==> src/rtl/pipelined_control_unit.sv <==
// pipelined_control_unit: RV32I control decode carried through STAGES registered stages,
// with load-use hazard detection, branch/jump redirect, global memory stall and event counters.
module pipelined_control_unit #(
  parameter int STAGES = 3,
  parameter int CNT_W  = 16
) (
  input  logic             clk,
  input  logic             rst,
  input  logic             in_valid,
  input  logic [31:0]      instr,
  input  logic             useBr,
  input  logic             mem_stall,
  output logic             in_ready,
  output logic             ex_valid,
  output logic             ex_rs1_en,
  output logic             ex_rs2_en,
  output logic             ex_brOrJmp,
  output logic             ex_use_jalr,
  output logic             ex_func1,
  output logic             ex_illegal,
  output logic [2:0]       ex_func3,
  output logic             mem_valid,
  output logic             mem_write,
  output logic [2:0]       mem_funcMem,
  output logic             wb_valid,
  output logic             wb_regWrite,
  output logic [1:0]       wb_wbSel,
  output logic [4:0]       wb_rd,
  output logic             redirect,
  output logic [CNT_W-1:0] stall_count,
  output logic [CNT_W-1:0] flush_count
);
  localparam logic [6:0] OP_LUI    = 7'b0110111;
  localparam logic [6:0] OP_AUIPC  = 7'b0010111;
  localparam logic [6:0] OP_JAL    = 7'b1101111;
  localparam logic [6:0] OP_JALR   = 7'b1100111;
  localparam logic [6:0] OP_BRANCH = 7'b1100011;
  localparam logic [6:0] OP_STORE  = 7'b0100011;
  localparam logic [6:0] OP_LOAD   = 7'b0000011;
  localparam logic [6:0] OP_R      = 7'b0110011;
  localparam logic [6:0] OP_I      = 7'b0010011;
  typedef struct packed {
    logic       valid;
    logic       rs1_en;
    logic       rs2_en;
    logic       br_or_jmp;
    logic       use_jalr;
    logic       func1;
    logic       illegal;
    logic [2:0] func3;
    logic       mem_write;
    logic [2:0] func_mem;
    logic       reg_write;
    logic [1:0] wb_sel;
    logic [4:0] rd;
    logic       is_load;
    logic       is_branch;
    logic       is_jump;
  } ctrl_t;
  ctrl_t dec;
  ctrl_t stg [STAGES];
  logic [6:0] op;
  logic [2:0] f3;
  logic [4:0] rs1, rs2;
  logic rs2_haz, hazard;
  logic unused_bits;
  assign op = instr[6:0];
  assign f3 = instr[14:12];
  assign rs1 = instr[19:15];
  assign rs2 = instr[24:20];
  assign unused_bits = ^{instr[31], instr[29:25]};
  always_comb begin
    dec = '0;
    rs2_haz = 1'b0;
    case (op)
      OP_LUI:    begin dec.wb_sel = 2'b11; dec.reg_write = 1'b1; end
      OP_AUIPC:  begin dec.wb_sel = 2'b01; dec.reg_write = 1'b1; end
      OP_JAL:    begin dec.br_or_jmp = 1'b1; dec.is_jump = 1'b1; dec.reg_write = 1'b1; end
      OP_JALR:   begin dec.rs1_en = 1'b1; dec.use_jalr = 1'b1; dec.is_jump = 1'b1; dec.reg_write = 1'b1; end
      OP_BRANCH: begin dec.rs1_en = 1'b1; dec.rs2_en = 1'b1; dec.func3 = f3; dec.is_branch = 1'b1; rs2_haz = 1'b1; end
      OP_STORE:  begin dec.rs1_en = 1'b1; dec.rs2_en = 1'b1; dec.mem_write = 1'b1; dec.func_mem = f3; rs2_haz = 1'b1; end
      OP_LOAD:   begin dec.rs1_en = 1'b1; dec.wb_sel = 2'b10; dec.reg_write = 1'b1; dec.func_mem = f3; dec.is_load = 1'b1; end
      OP_R:      begin dec.rs1_en = 1'b1; dec.rs2_en = 1'b1; dec.func3 = f3; dec.func1 = instr[30]; dec.wb_sel = 2'b01; dec.reg_write = 1'b1; rs2_haz = 1'b1; end
      OP_I:      begin dec.rs1_en = 1'b1; dec.rs2_en = 1'b1; dec.func3 = f3; dec.func1 = (f3 == 3'b101) & instr[30]; dec.wb_sel = 2'b01; dec.reg_write = 1'b1; end
      default:   dec.illegal = 1'b1;
    endcase
    dec.rd = dec.illegal ? 5'd0 : instr[11:7];
    dec.valid = 1'b1;
  end
  assign hazard = stg[0].valid & stg[0].is_load & |stg[0].rd &
                  ((dec.rs1_en & rs1 == stg[0].rd) | (rs2_haz & rs2 == stg[0].rd));
  assign redirect = stg[0].valid & !mem_stall & (stg[0].is_jump | (stg[0].is_branch & useBr));
  assign in_ready = !mem_stall & !hazard & !redirect;
  always_ff @(posedge clk or posedge rst) begin
    if (rst) begin
      for (int k = 0; k < STAGES; k++) stg[k] <= '0;
      stall_count <= '0;
      flush_count <= '0;
    end else if (!mem_stall) begin
      stg[0] <= (in_valid & in_ready) ? dec : '0;
      for (int k = 1; k < STAGES; k++) stg[k] <= stg[k-1];
      stall_count <= stall_count + CNT_W'(in_valid & hazard & ~&stall_count);
      flush_count <= flush_count + CNT_W'(redirect & ~&flush_count);
    end
  end
  assign ex_valid    = stg[0].valid;
  assign ex_rs1_en   = stg[0].rs1_en;
  assign ex_rs2_en   = stg[0].rs2_en;
  assign ex_brOrJmp  = stg[0].br_or_jmp;
  assign ex_use_jalr = stg[0].use_jalr;
  assign ex_func1    = stg[0].func1;
  assign ex_illegal  = stg[0].illegal;
  assign ex_func3    = stg[0].func3;
  assign mem_valid   = stg[1].valid;
  assign mem_write   = stg[1].mem_write;
  assign mem_funcMem = stg[1].func_mem;
  assign wb_valid    = stg[STAGES-1].valid;
  assign wb_regWrite = stg[STAGES-1].reg_write;
  assign wb_wbSel    = stg[STAGES-1].wb_sel;
  assign wb_rd       = stg[STAGES-1].rd;
endmodule

==> config.mk <==
export PLATFORM = sky130hd
export DESIGN_NAME = pipelined_control_unit
export DESIGN_NICKNAME = d
export VERILOG_FILES = /design/src/rtl/pipelined_control_unit.sv
export SDC_FILE = /design/constraint.sdc
export NUM_CORES = 1
export LEC_CHECK = 0
export BUFFER_PORTS_ARGS = -buffer_cell sky130_fd_sc_hd__buf_4
export CAP_MARGIN = 20
export CORE_ASPECT_RATIO = 0.8
export CORE_MARGIN = 2
export CORE_UTILIZATION = 25
export CTS_BUF_LIST = sky130_fd_sc_hd__clkbuf_4 sky130_fd_sc_hd__clkbuf_8 sky130_fd_sc_hd__clkbuf_16
export CTS_CLUSTER_DIAMETER = 200
export DETAILED_ROUTE_END_ITERATION = 12
export GPL_TIMING_DRIVEN = 0
export SYNTH_ARGS = -nofsm -noshare
export SYNTH_HDL_FRONTEND = slang
export SYNTH_SLANG_ARGS = --single-unit
==> constraint.sdc <==
create_clock -name clk -period 2.6 [get_ports clk]
set_input_delay 0.52 -clock clk [delete_from_list [all_inputs] [get_ports clk]]
set_output_delay 0.52 -clock clk [all_outputs]
set_load 0.03 [all_outputs]
==> impl_metrics.prom <==
# TYPE chip_impl_metric gauge
chip_impl_metric{name="netlist_instances",unit=""} 338
chip_impl_metric{name="layout.nets",unit=""} 493
chip_impl_metric{name="timing.setup.tns",unit="ns"} -0.0551
chip_impl_metric{name="synth_sequential_area_ratio",unit="%"} 53.6
chip_impl_metric{name="synth_warnings",unit=""} 0
chip_impl_metric{name="final_min_period_over_clock_period",unit="%"} 101
chip_impl_metric{name="grt_max_degree",unit=""} 63
chip_impl_metric{name="post-route-cell-area",unit="µm²"} 5190
chip_impl_info{name="critical_path_class",value="in -> reg"} 1
chip_impl_metric{name="antenna_cells_inserted",unit=""} 0
chip_impl_metric{name="worst_pin_slew",unit="ns"} 0.644
chip_impl_info{name="timing.critical_path.to_type",value="flop"} 1
chip_impl_metric{name="synth.ff_latch_count",unit=""} 79
chip_impl_metric{name="core_area",unit="µm²"} 14300
chip_impl_metric{name="ant_nets",unit=""} 0
chip_impl_info{name="worst_hold_path_type",value="in -> async"} 1
chip_impl_metric{name="row_count",unit=""} 39
chip_impl_metric{name="tritoncts_num_sinks",unit=""} 79
chip_impl_metric{name="initialDrtViolationCount",unit=""} 137
chip_impl_metric{name="ir_worst_vdd",unit="mV"} 0.319
chip_impl_metric{name="post_layout_minimum_cycle_time",unit="ns"} 2.63
chip_impl_metric{name="cts-root-to-sink-buffers",unit=""} 2
chip_impl_metric{name="report.final.slew_viol_count",unit=""} 0
chip_impl_metric{name="max-cap-violations",unit=""} 0
chip_impl_metric{name="groute.usage.overall",unit="%"} 12.0
chip_impl_info{name="clk_root_buffer_cell",value="sky130_fd_sc_hd__clkbuf_16"} 1
chip_impl_metric{name="preCtsSetupSlack",unit="ns"} -0.870
chip_impl_info{name="violations",value="setup timing"} 1
chip_impl_info{name="tritoncts_clock_tree",value="yes"} 1
chip_impl_info{name="synth_flop_cell",value="sky130_fd_sc_hd__dfrtp_1"} 1
chip_impl_metric{name="syn2layout_area_growth",unit="%"} 40.7
chip_impl_metric{name="floorplan.die.height",unit="µm"} 113
chip_impl_metric{name="endpoints_failing_setup",unit=""} 3
chip_impl_metric{name="syn-cell-area",unit="µm²"} 3690
chip_impl_metric{name="timing.critical_path.fanout_max",unit=""} 3
chip_impl_metric{name="synth_enable_flop_cells",unit=""} 0
chip_impl_metric{name="synthesis.area_per_instance",unit="µm²"} 10.9
chip_impl_metric{name="async_reset_ff_share",unit="%"} 100
chip_impl_metric{name="clock.fmax",unit="MHz"} 380
chip_impl_metric{name="worst_ep_arrival_time",unit="ns"} 2.87
chip_impl_metric{name="detailedPlacementHpwl",unit="µm"} 6900
chip_impl_metric{name="insertion_delay",unit="ns"} 0.33
chip_impl_metric{name="portBuffers",unit=""} 86
chip_impl_metric{name="worst-endpoint-required",unit="ns"} 2.84
chip_impl_metric{name="cell_variety_after_synth",unit=""} 39
chip_impl_metric{name="placedInstanceArea",unit="µm²"} 4620
chip_impl_metric{name="pin_count",unit=""} 95
chip_impl_metric{name="cts.htree.levels",unit=""} 3
chip_impl_metric{name="gp_congestion",unit=""} 0.801
chip_impl_metric{name="grt_pass1_vias",unit=""} 2830
chip_impl_metric{name="post_route_cells_drive_above_1_share",unit="%"} 42.0
chip_impl_metric{name="routed_wl",unit="µm"} 9260
chip_impl_info{name="result_of_the_run",value="finished with violations"} 1
chip_impl_info{name="worst_setup_path_start_kind",value="primary input"} 1
chip_impl_metric{name="cts_made_buffers",unit=""} 9
chip_impl_metric{name="initial_core_util",unit="%"} 25.7
chip_impl_info{name="timing.critical_path.cells",value="buf_8 -> and4bb_2 -> o211ai_1 -> or3_4 -> a211oi_4 -> and3_4 -> ha_4 -> nand2_2 -> nor3_4 -> nand4_1 -> nor2_1 -> xor2_1"} 1
chip_impl_metric{name="holdWs",unit="ns"} 0.131
chip_impl_metric{name="detail_route.first_pass.iterations",unit=""} 4
chip_impl_metric{name="global_route.overflow_total",unit=""} 0
chip_impl_metric{name="grt_first_pass_wirelength",unit="µm"} 14900
chip_impl_metric{name="max-slew-margin-rel",unit="%"} 57.1
chip_impl_metric{name="die_span_in_x",unit="µm"} 140
chip_impl_metric{name="syn_nets",unit=""} 379
chip_impl_metric{name="die_area",unit="µm²"} 15700
chip_impl_metric{name="initial_antenna_violation_count",unit=""} 0
chip_impl_metric{name="timing_hold_violations_final",unit=""} 0
chip_impl_metric{name="leakagePower",unit="µW"} 0.00253
chip_impl_info{name="rsz_0062_raised_after_global_routing",value="yes"} 1
chip_impl_metric{name="crit_path_max_incr_delay",unit="ns"} 0.41
chip_impl_metric{name="final.setup_skew",unit="ns"} 0.00740
chip_impl_metric{name="wire_per_inst",unit="µm"} 14.5
chip_impl_metric{name="detail_route.vias_per_cell",unit=""} 4.53
chip_impl_metric{name="total_number_of_vias",unit=""} 2904
chip_impl_info{name="critical_path.slowest_cell",value="sky130_fd_sc_hd__or3_4"} 1
chip_impl_metric{name="clk_pin_slew_worst_paths",unit="ns"} 0.06
chip_impl_metric{name="drc",unit=""} 0
chip_impl_metric{name="setup_slack",unit="ns"} -0.0316
chip_impl_metric{name="powerDensity",unit="nW/µm²"} 552
-- placed cells by master, fill, tap and decap left out, types with 5 or more instances in the layout --
master                      count
sky130_fd_sc_hd__nand2_1       43
sky130_fd_sc_hd__o31ai_1        7
sky130_fd_sc_hd__inv_1          5
sky130_fd_sc_hd__xor2_1        11
sky130_fd_sc_hd__nand4_1       15
sky130_fd_sc_hd__clkbuf_16      9
sky130_fd_sc_hd__nand3_1       16
sky130_fd_sc_hd__mux2_2        25
sky130_fd_sc_hd__dfrtp_1       74
sky130_fd_sc_hd__xnor2_2        5
sky130_fd_sc_hd__buf_4        113
sky130_fd_sc_hd__clkbuf_1       5
sky130_fd_sc_hd__xnor2_1       22
sky130_fd_sc_hd__nor2_1        14
sky130_fd_sc_hd__o21ai_0       15
sky130_fd_sc_hd__dfrtp_2        5
-- Yosys cell counts, drive strengths merged (2+ instances only) --
library cell	instances	area share, %
clkbuf	9	0.92
inv	6	0.61
nand3	16	2.2
and3b	3	0.71
nor2	17	1.7
o21ai	16	2.2
a21oi	3	0.41
nand2	46	4.7
xnor2	27	6.4
o31ai	7	1.4
nand2b	5	0.85
and3	3	0.51
mux2	25	7.6
ha	4	1.4
nor2b	3	0.51
or3	2	0.34
nor3	5	0.68
buf	18	3.7
nand4b	3	0.71
dfrtp	79	54
nand4	15	2.5
o21a	2	0.41
xor2	11	2.6
-- worst paths after layout --
check / from / to / slack [ns] / depth (start not counted)
max in group asynchronous: rst / stg[57] / 1.86 / 3
worst min register to register: stg[59] / stg[59] / 0.49 / 2
worst max-delay path: instr[2] / stall_count[15] / -0.03 / 12
worst min-delay path: rst / stall_count[4] / 0.13 / 2
worst max register to register: stg[57] / stall_count[15] / 0.01 / 11
min in group clk: instr[9] / stg[55] / 0.46 / 3
-- area by class of cell --
class | count | area [µm²]
multi-input cells | 226 | 1640
flip-flops and latches | 79 | 1980
plain buffers | 26 | 166
repair buffers | 104 | 820
well taps | 184 | 230
clock buffers | 11 | 246
clock inverters | 5 | 81.3
fillers | 1466 | 9160
inverters | 6 | 25.0
-- registers in the layout, summed over array words and instances (netlist names) --
register     flops
ex_brOrJmp       1
ex_func1         1
ex_func3         3
ex_illegal       1
ex_rs1_en        1
ex_rs2_en        1
ex_use_jalr      1
ex_valid         1
flush_count     16
mem_funcMem      3
mem_valid        1
mem_write        1
stall_count     16
stg             23
wb_rd            5
wb_regWrite      1
wb_valid         1
wb_wbSel         2
-- what timing repair did --
item / 4_1_cts / 5_1_grt
hold buffers: 0 / 0
resized for setup: 12 / 27
pin swaps: 10 / 15
setup buffers: 12 / 8
hold endpoints to repair: 0 / 0
setup endpoints to repair: 16 / 18
-- power by group --
group / switching [µW] / total [µW] / internal [µW] / leakage [µW]
Clock: 488 / 1370 / 878 / 0.000159
Combinational: 134 / 236 / 102 / 0.00129
Sequential: 15.9 / 1260 / 1250 / 0.00109
Total: 638 / 2870 / 2230 / 0.00253
-- cells by family after synthesis --
logic type / count (synthesis) / synth area share (%)
and+or+nand+nor: 122 / 16.4
DFF: 79 / 53.6
xor gates and xnor gates: 38 / 9.02
AOI/OAI and AO/OA: 37 / 6.85
buffers and inverters: 33 / 5.19
muxes: 25 / 7.63
adders and majority gates: 4 / 1.36
-- worst max-delay path: cells and delay by family --
family	cells	cell delay, ns
simple gates	7	1.56
compound gates	2	0.40
xor+xnor	1	0.17
fa+ha+maj	1	0.13
buf+inv	1	0.09
-- through the flow --
step,total power [µW],util [%],cells
after floorplan,1400,-,338
after global placement,1500,32.0,608
after detailed placement,1510,32.2,609
after CTS,2900,35.3,635
after global routing,2990,36.2,641
final,2870,36.2,641
-- layer usage --
metal | global-route usage, % | part of all wire, %
met5 | 0 | 0
met4 | 3.40 | 0.45
met3 | 3.63 | 5.3
met2 | 17.5 | 45
met1 | 17.2 | 50
Note: power is estimated with default switching activity, not from simulation.
